--- src/rtl/keypad_pkg.sv ---
// Shared definitions for the keypad entry controller.
// Holds the key code constants, the entry FSM state type, the BCD/binary
// widths and the combinational BCD-to-binary helper.
package keypad_pkg;

  localparam int unsigned CodeW     = 4;
  localparam int unsigned BcdDigits = 4;
  localparam int unsigned BcdW      = 4 * BcdDigits;
  localparam int unsigned BinW      = 14;
  localparam int unsigned CountW    = 3;

  localparam logic [CodeW-1:0] KEY_BKSP = 4'hD;
  localparam logic [CodeW-1:0] KEY_CLR  = 4'hE;
  localparam logic [CodeW-1:0] KEY_ENT  = 4'hF;

  typedef enum logic [1:0] {
    StIdle,
    StEntry,
    StHold
  } state_e;

  function automatic logic is_digit(input logic [CodeW-1:0] code);
    return code <= 4'd9;
  endfunction

  // Horner evaluation from the most significant digit; max 9999 fits BinW.
  function automatic logic [BinW-1:0] bcd_to_bin(input logic [BcdW-1:0] bcd);
    logic [BinW-1:0] acc;
    acc = '0;
    for (int i = BcdDigits - 1; i >= 0; i--) begin
      acc = acc * BinW'(10) + {{(BinW - 4){1'b0}}, bcd[i*4 +: 4]};
    end
    return acc;
  endfunction

endpackage

--- src/rtl/keypad_entry_ctrl_if.sv ---
// Bundle between the key scanner / number consumer and the entry controller.
//   key_valid, key_code : scanner level and held key code
//   out_ready           : consumer accepts the entered number
//   out_valid, out_bcd, out_bin : entered number and its qualifier
//   entry_bcd, digit_count      : live entry buffer for display
//   err                 : one-cycle pulse on a rejected key
// The controller uses the slave modport; the environment uses master.
interface keypad_entry_ctrl_if;
  import keypad_pkg::*;

  logic                 key_valid;
  logic [CodeW-1:0]     key_code;
  logic                 out_ready;
  logic                 out_valid;
  logic [BcdW-1:0]      out_bcd;
  logic [BinW-1:0]      out_bin;
  logic [BcdW-1:0]      entry_bcd;
  logic [CountW-1:0]    digit_count;
  logic                 err;

  modport master (
    output key_valid,
    output key_code,
    output out_ready,
    input  out_valid,
    input  out_bcd,
    input  out_bin,
    input  entry_bcd,
    input  digit_count,
    input  err
  );

  modport slave (
    input  key_valid,
    input  key_code,
    input  out_ready,
    output out_valid,
    output out_bcd,
    output out_bin,
    output entry_bcd,
    output digit_count,
    output err
  );

endinterface

--- src/rtl/keypad_debounce.sv ---
// Debounces the scanner level {key_valid, key_code} and produces a single
// key event per new press.
//   clk, rst_n   : clock, asynchronous active-low reset
//   key_valid_i  : scanner reports a held key
//   key_code_i   : code of the held key
//   event_o      : one-cycle pulse when the stable state becomes a new held key
//   code_o       : code of the stable key (valid alongside event_o)
module keypad_debounce
  import keypad_pkg::*;
#(
  parameter int unsigned DEB_CYCLES = 16
) (
  input  logic             clk,
  input  logic             rst_n,
  input  logic             key_valid_i,
  input  logic [CodeW-1:0] key_code_i,
  output logic             event_o,
  output logic [CodeW-1:0] code_o
);

  localparam logic [7:0] CntMax = 8'(DEB_CYCLES - 1);

  logic [CodeW:0] sample_q, sample_d;
  logic [CodeW:0] stable_q, stable_d;
  logic [7:0]     cnt_q, cnt_d;
  logic           event_q, event_d;
  logic [CodeW:0] in_sample;
  logic           saturated;

  assign in_sample = {key_valid_i, key_code_i};
  assign saturated = (cnt_q == CntMax);

  always_comb begin
    sample_d = sample_q;
    cnt_d    = cnt_q;
    stable_d = stable_q;
    event_d  = 1'b0;

    // Any change restarts the run of identical samples.
    if (in_sample != sample_q) begin
      sample_d = in_sample;
      cnt_d    = '0;
    end else if (!saturated) begin
      cnt_d = cnt_q + 8'd1;
    end

    if (saturated) begin
      stable_d = sample_q;
      // New held key: from released or from a different code.
      event_d  = sample_q[CodeW] && (sample_q != stable_q);
    end
  end

  always_ff @(posedge clk or negedge rst_n) begin
    if (!rst_n) begin
      sample_q <= '0;
      stable_q <= '0;
      cnt_q    <= '0;
      event_q  <= 1'b0;
    end else begin
      sample_q <= sample_d;
      stable_q <= stable_d;
      cnt_q    <= cnt_d;
      event_q  <= event_d;
    end
  end

  assign event_o = event_q;
  assign code_o  = stable_q[CodeW-1:0];

endmodule

--- src/rtl/keypad_entry_ctrl.sv ---
// Keypad number entry controller.
// Debounced key events build a decimal number of up to MAX_DIGITS digits
// (backspace, clear, enter supported). On enter the number is presented as
// BCD and binary with a valid/ready handshake.
//   clk, rst_n : clock, asynchronous active-low reset
//   bus        : slave side of keypad_entry_ctrl_if (key inputs, output
//                number with handshake, live entry display, err pulse)
module keypad_entry_ctrl
  import keypad_pkg::*;
#(
  parameter int unsigned DEB_CYCLES = 16,
  parameter int unsigned MAX_DIGITS = 4
) (
  input  logic                clk,
  input  logic                rst_n,
  keypad_entry_ctrl_if.slave  bus
);

  localparam logic [CountW-1:0] MaxCount = CountW'(MAX_DIGITS);

  logic             key_ev;
  logic [CodeW-1:0] key_code;

  state_e            state_q, state_d;
  logic [BcdW-1:0]   entry_q, entry_d;
  logic [CountW-1:0] count_q, count_d;
  logic [BcdW-1:0]   out_bcd_q, out_bcd_d;
  logic [BinW-1:0]   out_bin_q, out_bin_d;
  logic              err_q, err_d;

  keypad_debounce #(
    .DEB_CYCLES (DEB_CYCLES)
  ) u_debounce (
    .clk         (clk),
    .rst_n       (rst_n),
    .key_valid_i (bus.key_valid),
    .key_code_i  (bus.key_code),
    .event_o     (key_ev),
    .code_o      (key_code)
  );

  always_comb begin
    state_d   = state_q;
    entry_d   = entry_q;
    count_d   = count_q;
    out_bcd_d = out_bcd_q;
    out_bin_d = out_bin_q;
    err_d     = 1'b0;

    unique case (state_q)
      StIdle: begin
        if (key_ev) begin
          if (is_digit(key_code)) begin
            entry_d = {{(BcdW - CodeW){1'b0}}, key_code};
            count_d = CountW'(1);
            state_d = StEntry;
          end else if (key_code == KEY_BKSP || key_code == KEY_ENT) begin
            err_d = 1'b1;
          end else if (key_code == KEY_CLR) begin
            entry_d = '0;
            count_d = '0;
          end
        end
      end

      StEntry: begin
        if (key_ev) begin
          if (is_digit(key_code)) begin
            if (count_q < MaxCount) begin
              entry_d = {entry_q[BcdW-CodeW-1:0], key_code};
              count_d = count_q + CountW'(1);
            end else begin
              err_d = 1'b1;
            end
          end else begin
            case (key_code)
              KEY_BKSP: begin
                entry_d = {{CodeW{1'b0}}, entry_q[BcdW-1:CodeW]};
                count_d = count_q - CountW'(1);
                if (count_q == CountW'(1)) state_d = StIdle;
              end
              KEY_CLR: begin
                entry_d = '0;
                count_d = '0;
                state_d = StIdle;
              end
              KEY_ENT: begin
                out_bcd_d = entry_q;
                out_bin_d = bcd_to_bin(entry_q);
                state_d   = StHold;
              end
              default: ;  // spare codes A-C ignored
            endcase
          end
        end
      end

      StHold: begin
        // Every key is rejected here, including one in the handshake cycle.
        if (key_ev) err_d = 1'b1;
        if (bus.out_ready) begin
          state_d = StIdle;
          entry_d = '0;
          count_d = '0;
        end
      end

      default: state_d = StIdle;
    endcase
  end

  always_ff @(posedge clk or negedge rst_n) begin
    if (!rst_n) begin
      state_q   <= StIdle;
      entry_q   <= '0;
      count_q   <= '0;
      out_bcd_q <= '0;
      out_bin_q <= '0;
      err_q     <= 1'b0;
    end else begin
      state_q   <= state_d;
      entry_q   <= entry_d;
      count_q   <= count_d;
      out_bcd_q <= out_bcd_d;
      out_bin_q <= out_bin_d;
      err_q     <= err_d;
    end
  end

  assign bus.out_valid   = (state_q == StHold);
  assign bus.out_bcd     = out_bcd_q;
  assign bus.out_bin     = out_bin_q;
  assign bus.entry_bcd   = entry_q;
  assign bus.digit_count = count_q;
  assign bus.err         = err_q;

endmodule

--- src/flat_wrapper.sv ---
// flat-port wrapper written by rule: the top's interface ports become plain ports
module keypad_entry_ctrl_flat import keypad_pkg::*;
#(
  parameter int unsigned DEB_CYCLES = 16,
  parameter int unsigned MAX_DIGITS = 4
)
  (clk, rst_n, bus_key_valid, bus_key_code, bus_out_ready, bus_out_valid, bus_out_bcd, bus_out_bin, bus_entry_bcd, bus_digit_count, bus_err);
  keypad_entry_ctrl_if bus_i ();
  input  logic clk;
  input  logic rst_n;
  input wire logic [$bits(bus_i.key_valid)-1:0] bus_key_valid;
  input wire logic [$bits(bus_i.key_code)-1:0] bus_key_code;
  input wire logic [$bits(bus_i.out_ready)-1:0] bus_out_ready;
  output wire logic [$bits(bus_i.out_valid)-1:0] bus_out_valid;
  output wire logic [$bits(bus_i.out_bcd)-1:0] bus_out_bcd;
  output wire logic [$bits(bus_i.out_bin)-1:0] bus_out_bin;
  output wire logic [$bits(bus_i.entry_bcd)-1:0] bus_entry_bcd;
  output wire logic [$bits(bus_i.digit_count)-1:0] bus_digit_count;
  output wire logic [$bits(bus_i.err)-1:0] bus_err;
  assign bus_i.key_valid = bus_key_valid;
  assign bus_i.key_code = bus_key_code;
  assign bus_i.out_ready = bus_out_ready;
  assign bus_out_valid = bus_i.out_valid;
  assign bus_out_bcd = bus_i.out_bcd;
  assign bus_out_bin = bus_i.out_bin;
  assign bus_entry_bcd = bus_i.entry_bcd;
  assign bus_digit_count = bus_i.digit_count;
  assign bus_err = bus_i.err;
  keypad_entry_ctrl #(.DEB_CYCLES(DEB_CYCLES), .MAX_DIGITS(MAX_DIGITS)) u_core (.clk(clk), .rst_n(rst_n), .bus(bus_i));
endmodule
--- config.mk ---
export PLATFORM = sky130hd
export DESIGN_NAME = keypad_entry_ctrl_flat
export DESIGN_NICKNAME = d
export VERILOG_FILES = /design/src/rtl/keypad_pkg.sv /design/src/rtl/keypad_entry_ctrl_if.sv /design/src/rtl/keypad_debounce.sv /design/src/rtl/keypad_entry_ctrl.sv /design/src/flat_wrapper.sv
export SDC_FILE = /design/constraint.sdc
export NUM_CORES = 1
export LEC_CHECK = 0
export CAP_MARGIN = 20
export CORE_AREA = 2 2 98 100
export CTS_BUF_LIST = sky130_fd_sc_hd__clkbuf_4
export CTS_CLUSTER_SIZE = 14
export DETAILED_ROUTE_END_ITERATION = 10
export DIE_AREA = 0 0 100 102
export DONT_BUFFER_PORTS = 1
export GPL_TIMING_DRIVEN = 0
export PLACE_DENSITY = 0.69
export SLEW_MARGIN = 40
export SYNTH_ARGS = -nofsm -noshare
export SYNTH_HDL_FRONTEND = slang
export SYNTH_SLANG_ARGS = --single-unit
--- constraint.sdc ---
create_clock -name clk -period 7.6 [get_ports clk]
set_input_delay 1.14 -clock clk [delete_from_list [all_inputs] [get_ports clk]]
set_output_delay 1.14 -clock clk [all_outputs]
set_load 0.01 [all_outputs]
# Word level (Yosys, flattened, before mapping)
# Index checks and enable logic that the tools add are counted.
# word_totals
regBits,71
output_inout_bits,51
input_bits,8
# classes
n_mul,3
muxes,39
order_cmp,2
n_eq_ne,21
bitwise_logic,1
add_sub_neg,6
reduce_logical,7
# ops
cell,count
16-bit 2-to-1 mux,8
16-bit case mux with 3 select lines,1
14-bit by 4-bit adder with 14-bit output,3
16-bit case mux with 2 select lines,1
"14-bit by 3-bit multiplier with 13-bit output, second input constant",2
3-bit 2-to-1 mux,8
8-bit 2-to-1 mux,2
"4-bit == test, second input constant",3
2-bit 2-to-1 mux,6
2-bit case mux with 3 select lines,2
5-bit != test,2
"3-bit != test, second input constant",3
3-bit case mux with 3 select lines,1
"8-bit by 1-bit adder with 8-bit output, second input constant",1
"8-bit by 4-bit == test with 1-bit output, second input constant",1
1-bit 2-to-1 mux,8
"2-bit != test, second input constant",4
"4-bit by 1-bit != test with 1-bit output, second input constant",2
8-bit AND reduction,1
"4-bit by 3-bit multiplier with 7-bit output, second input constant",1
7-bit AND reduction,1
3-bit case mux with 2 select lines,1
"4-bit <= comparator, second input constant",1
"2-bit by 1-bit != test with 1-bit output, second input constant",2
14 further kinds,14

# Longest topological paths before layout
# logic_depth
word_depth,6
mapped_depth,23
mapped_depth_nobuf,23

# Cells and area by module
# From an unflattened synthesis, not the netlist that was laid out.
# unflattened
hier_cells,527
hier_area_um2,5031.1
# by_module_without_submodules
mod,area_each_um2,cells_per_inst,seq_area_each_um2,instances
keypad_entry_ctrl,4116.4,443,1276.2,1
keypad_debounce,914.6,84,475.5,1

# Least setup slack after synthesis
# OpenSTA, ideal clock, no wires.
# synth_timing
path_kind,reg2reg
start,"register u_core.entry_q[15], in the netlist u_core.bus.entry_bcd[15]"
end,"register u_core.out_bin_q[13], in the netlist u_core.bus.out_bin[13]"
t_required_ns,7.471
path_slack_ns,2.061
path_stages_with_launch,24
path_buffers,0
arrival_ns,5.410
period_less_slack_ns,5.539
cell_sequence,dfrtp_1 > ha_1 > ha_1 > fa_1 > o211a_1 > o21ai_2 > or3_4 > inv_1 > ha_1 > ha_1 > inv_1 > a2111oi_0 > nand3b_1 > nand4_1 > xnor2_1 > ha_1 > ha_1 > or4_1 > o22a_1 > xor2_1 > nand4b_1 > xnor2_1 > xnor2_1 > o21ai_1
# synth_between
elab_chain_len,6
# synth_lines
item,line,rtl
"start, declared",keypad_entry_ctrl.sv:25,"logic [BcdW-1:0] entry_q, entry_d;"
"start signal, assigned",keypad_entry_ctrl.sv:122,entry_q <= entry_d;
4-bit by 3-bit multiplier with 7-bit output,keypad_pkg.sv:31,"acc = acc * BinW'(10) + {{(BinW - 4){1'b0}}, bcd[i*4 +: 4]};"
14-bit by 4-bit adder with 14-bit output,keypad_pkg.sv:31,
14-bit by 3-bit multiplier with 13-bit output,keypad_pkg.sv:31,
14-bit by 4-bit adder with 14-bit output,keypad_pkg.sv:31,
14-bit by 3-bit multiplier with 13-bit output,keypad_pkg.sv:31,
14-bit by 4-bit adder with 14-bit output,keypad_pkg.sv:31,
"end signal, assigned",keypad_entry_ctrl.sv:125,out_bin_q <= out_bin_d;
"end, declared",keypad_entry_ctrl.sv:28,"logic [BinW-1:0] out_bin_q, out_bin_d;"
# Every way passes these cells.
# A chain may end at the register's enable or synchronous reset.

# Final worst setup path
# layout_timing
start,"register u_core.entry_q[13], in the netlist u_core.bus.entry_bcd[13]"
end,"register u_core.out_bin_q[13], in the netlist u_core.bus.out_bin[13]"
# The elaborated chain is that of the path after synthesis.

==> results summary <==
The average cell area after synthesis came out at 9.48 µm². The area fraction of the dominant cell type after synthesis came out at 35.9%. The startpoint identified for the worst register-to-register timing path is u_core.bus.entry_bcd[13]$_DFFE_PN0P_.

After detailed routing, the number of remaining DRC violations is 0. The total CTS buffers came out at 9. Setup violations remaining at the end of the flow were counted as 0. The hold violation count in the final report came out at 0. The synthesized net count came out at 583. The cell taking the most area after synthesis is dfrtp_1. The post-CTS setup buffer count is 0. The worst setup path is captured at a register. Based on the critical path, the design can be clocked at up to 167 MHz. Summed over all nets, the switching power comes to 526 µW. The largest fanout on the critical path is 6. The initial antenna violation count came out at 0. The type of the most critical hold path is primary input to async pin. The worst setup path is launched from a register. At the pin with the least slew margin, the transition time is 857 ps. Power spread over the standard cell area amounts to approximately 250 mW/mm².

The proportion of synthesized flip-flops having asynchronous set or reset is between 90% and 100%. The pin count of the biggest net entering global routing is 71. The sequential area share after synthesis is a little over a third. The number of distinct library cell variants in the gate-level netlist after synthesis came out at between 50 and 60.

The first global-routing pass estimated 17.5 mm of wire. The portion of total power attributed to combinational logic is between 40% and 50%. The final-report max-slew violation count is 0.

The core box area is between 0.009 and 0.01 mm². The path depth of the worst reg2reg path came out at 23. The share of the core filled with cells is between 50% and 60%. Global routing finished with a remaining overflow of 0. The number of gates resized after cts is 0.

After synthesis the netlist holds a flip-flop and latch count of 70. The cell sitting at the root of the clock tree is a clkbuf_4. The switching share of total power is 40.4%. The number of rows in the core area is 35.

The number of DRC markers in iteration 0 is 213. The filler cell count in the final layout came out at 822. The number of global-route vias before repair came out at 3702. The leakage power total came out at approximately 0.0025 µW.

The reg-to-reg setup timing slack came out at between 1500 and 2000 ps. The average wire length per cell after detail routing came out at approximately 16 µm. The die span in y came out at a little over 100 µm. The overall routing resource usage is a little over a fifth. The repair_antennas step left the layout with diodes totalling 0. The buffer levels on the longest clock path came out at 2. The number of enable flip-flop cells after synthesis is 0. The total number of nets in the final design came out at between 500 and 600.

The detailed-route via count is 3741. In this run the number of H-tree levels came out at 3. The die area came out at ~0.010 mm². The clock drives 70 sinks. Setup repair after global routing left no endpoint under its margin. The number of hold-repair buffers added at the cts stage came out at 0. The final critical path takes up about four fifths of the cycle.

The flow ran to the end, and the final reports show no timing, DRC or antenna violations. The count of mapped cells out of synthesis is between 500 and 600. The final-layout setup total negative slack is 0 ps. The portion of total power attributed to sequential cells came out at about a third. For this run, the number of Yosys warnings is 0. TritonCTS built the clock tree. In the routed layout, each cell is associated on average with a via count of between 5 and 6. The count of port buffers added during placement is 0. The clock network is responsible for between 20% and 30% of the overall power. Compared with the post-synthesis result, the final layout area differs by 6.15%. By area the synthesized netlist is led by dfrtp_1, ha_1, xnor2_1.

The detailed placer's ending HPWL is around 7.8 mm. The die width came out at roughly 100 µm. The source-to-sink clock delay at the later pin of the worst-skew pair came out at 440 ps. The number of nets with antenna violations after detailed routing is 0. The worst slew margin relative to its limit came out at 41.4%. For the worst setup path, the data required time is between 7000 and 8000 ps. The most used flip-flop cell after synthesis is dfrtp_1.

The worst path arrival time came out at 6320 ps. At the end of routability-driven placement, the weighted congestion stood at between 0.8 and 0.9. The total routed wirelength came out at about 10 mm. The shortest period the worst path allows came out at around 6000 ps.

The type of the worst setup path is register to register. The cell area after technology mapping is 0.00488 mm². The worst register-to-register path ends at u_core.bus.out_bin[13]$_DFFE_PN0P_. The fraction of layout cells with a size suffix above 1 came out at under 10%.

The clock edge transition at the registers on the reported setup and hold paths came out at around 150 ps. The first-pass iteration count of the detailed router is 4. The largest clock skew in the final design is 34.9 ps.

The worst-case IR drop observed on VDD is 0.130 mV. The total of max-cap violations came out at 0. The cell internal power dissipation came out at slightly below 800 µW. The starting utilization of the core area came out at a little over half. The number of top-level pins is 59.
==> placed cells by master, fill, tap and decap left out, types with 3 or more instances in the layout <==
cell       count
xnor2_1       32
inv_1         25
o211ai_1       6
o21ai_0       37
fa_1           6
a2111oi_0      4
a221oi_1       4
ha_1          54
a21o_1         9
clkbuf_4      10
clkbuf_1      16
xor2_1        19
dfrtp_1       70
mux2i_1        3
nand2_1       65
mux2_2        14
nor2b_1        8
nand2b_1       6
nor3_1         7
nand3b_1       4
nand3_1       10
a22oi_1        6
a31oi_1        4
nor3b_1        5
o21a_1         4
a21oi_1       23
or3_1          3
nor2_1        27
==> layer usage <==
metal  routed length [µm]  global-route usage, %  part of all wire (%)  up-vias
met4                  112                   5.37                   1.1        0
met5                    0                      0                     0        -
met3                  410                   4.99                   3.9       10
met1                 4540                   26.7                    44     1830
li1                     -                      -                     -     1838
met2                 5350                   38.4                    51       63
==> worst max-delay path by stage <==
| stage | start | end | slack [ps] | cells past startpoint |
|---|---|---|---|---|
| finish | u_core.bus.entry_bcd[13]$_DFFE_PN0P_ | u_core.bus.out_bin[13]$_DFFE_PN0P_ | 1610 | 23 |
| global route | u_core.bus.entry_bcd[15]$_DFFE_PN0P_ | u_core.bus.out_bin[13]$_DFFE_PN0P_ | 1160 | 23 |
| floorplan | u_core.bus.entry_bcd[15]$_DFFE_PN0P_ | u_core.bus.out_bin[13]$_DFFE_PN0P_ | 2060 | 23 |
| CTS | u_core.bus.entry_bcd[13]$_DFFE_PN0P_ | u_core.bus.out_bin[13]$_DFFE_PN0P_ | 1540 | 23 |
| detailed placement | u_core.bus.entry_bcd[13]$_DFFE_PN0P_ | u_core.bus.out_bin[13]$_DFFE_PN0P_ | 1550 | 23 |
| global placement | u_core.bus.entry_bcd[15]$_DFFE_PN0P_ | u_core.bus.out_bin[13]$_DFFE_PN0P_ | 1670 | 23 |
==> layout make-up <==
type	count	area (µm²)	share of cell area, %
multi-input combinational	401	2960	57.1
sequential	70	1750	33.8
tap	111	139	2.68
inverter	25	93.8	1.81
clock inverter	6	86.3	1.67
buffer	19	76.3	1.47
clock buffer	10	75.1	1.45
==> metrics by stage <==
stage / setup WS (ps) / hold slack (ps) / area [µm²] / cells / power (µW)
after floorplan: 2060 / 425 / 4880 / 515 / 909
after global placement: 1670 / 455 / 5020 / 626 / 1010
after detailed placement: 1550 / 461 / 5020 / 626 / 1020
after CTS: 1540 / 354 / 5180 / 642 / 1310
after global routing: 1160 / 348 / 5180 / 642 / 1400
final: 1610 / 372 / 5180 / 642 / 1300
==> critical path, stage by stage (launching register included) <==
cell,delay (ps)
dfrtp_1,520
ha_1,350
ha_1,230
fa_1,550
o211a_1,170
o21ai_2,70
or3_4,400
inv_1,70
ha_1,220
ha_1,360
inv_1,70
a2111oi_0,360
nand3b_1,210
nand4_1,180
xnor2_1,170
ha_1,300
ha_1,230
or4_1,460
o22a_1,200
xor2_1,210
nand4b_1,160
xnor2_1,200
xnor2_1,130
o21ai_1,70
==> power groups by stage <==
stage | Clock (µW) | Combinational [µW] | Sequential [µW]
3_3_place_gp | 0 | 574 | 433
4_1_cts | 289 | 594 | 427
5_1_grt | 307 | 668 | 429
3_5_place_dp | 0 | 589 | 433
2_1_floorplan | 0 | 486 | 423
6_report | 283 | 591 | 427
==> registers in the layout, indices dropped and copies added, names as in the netlist <==
register	count
u_core.bus.out_bcd	15
u_core.bus.err	1
u_core.u_debounce.sample_q	5
u_core.bus.entry_bcd	16
u_core.bus.digit_count	3
u_core.u_debounce.cnt_q	8
u_core.u_debounce.stable_q	5
u_core.state_q	2
u_core.u_debounce.event_o	1
u_core.bus.out_bin	14
==> cells by family after synthesis <==
logic type | share of synthesized area, %
multiplexers | 3.84
adder cells (fa/ha/maj) | 16.3
AND/OR/NAND/NOR | 15.2
XOR/XNOR | 9.14
flip-flops | 35.9
AO/OA/AOI/OAI | 16.2
buffers and inverters | 3.48
==> cells in the mapped netlist (7+ instances only) <==
library cell / count
inv_1: 25
nor2_1: 27
o21ai_0: 37
clkbuf_1: 16
xor2_1: 19
nand3_1: 10
dfrtp_1: 70
nor3_1: 7
ha_1: 54
a21o_1: 9
xnor2_1: 32
nor2b_1: 8
a21oi_1: 23
nand2_1: 65
mux2_2: 14
(Power assumes the default switching activity.)
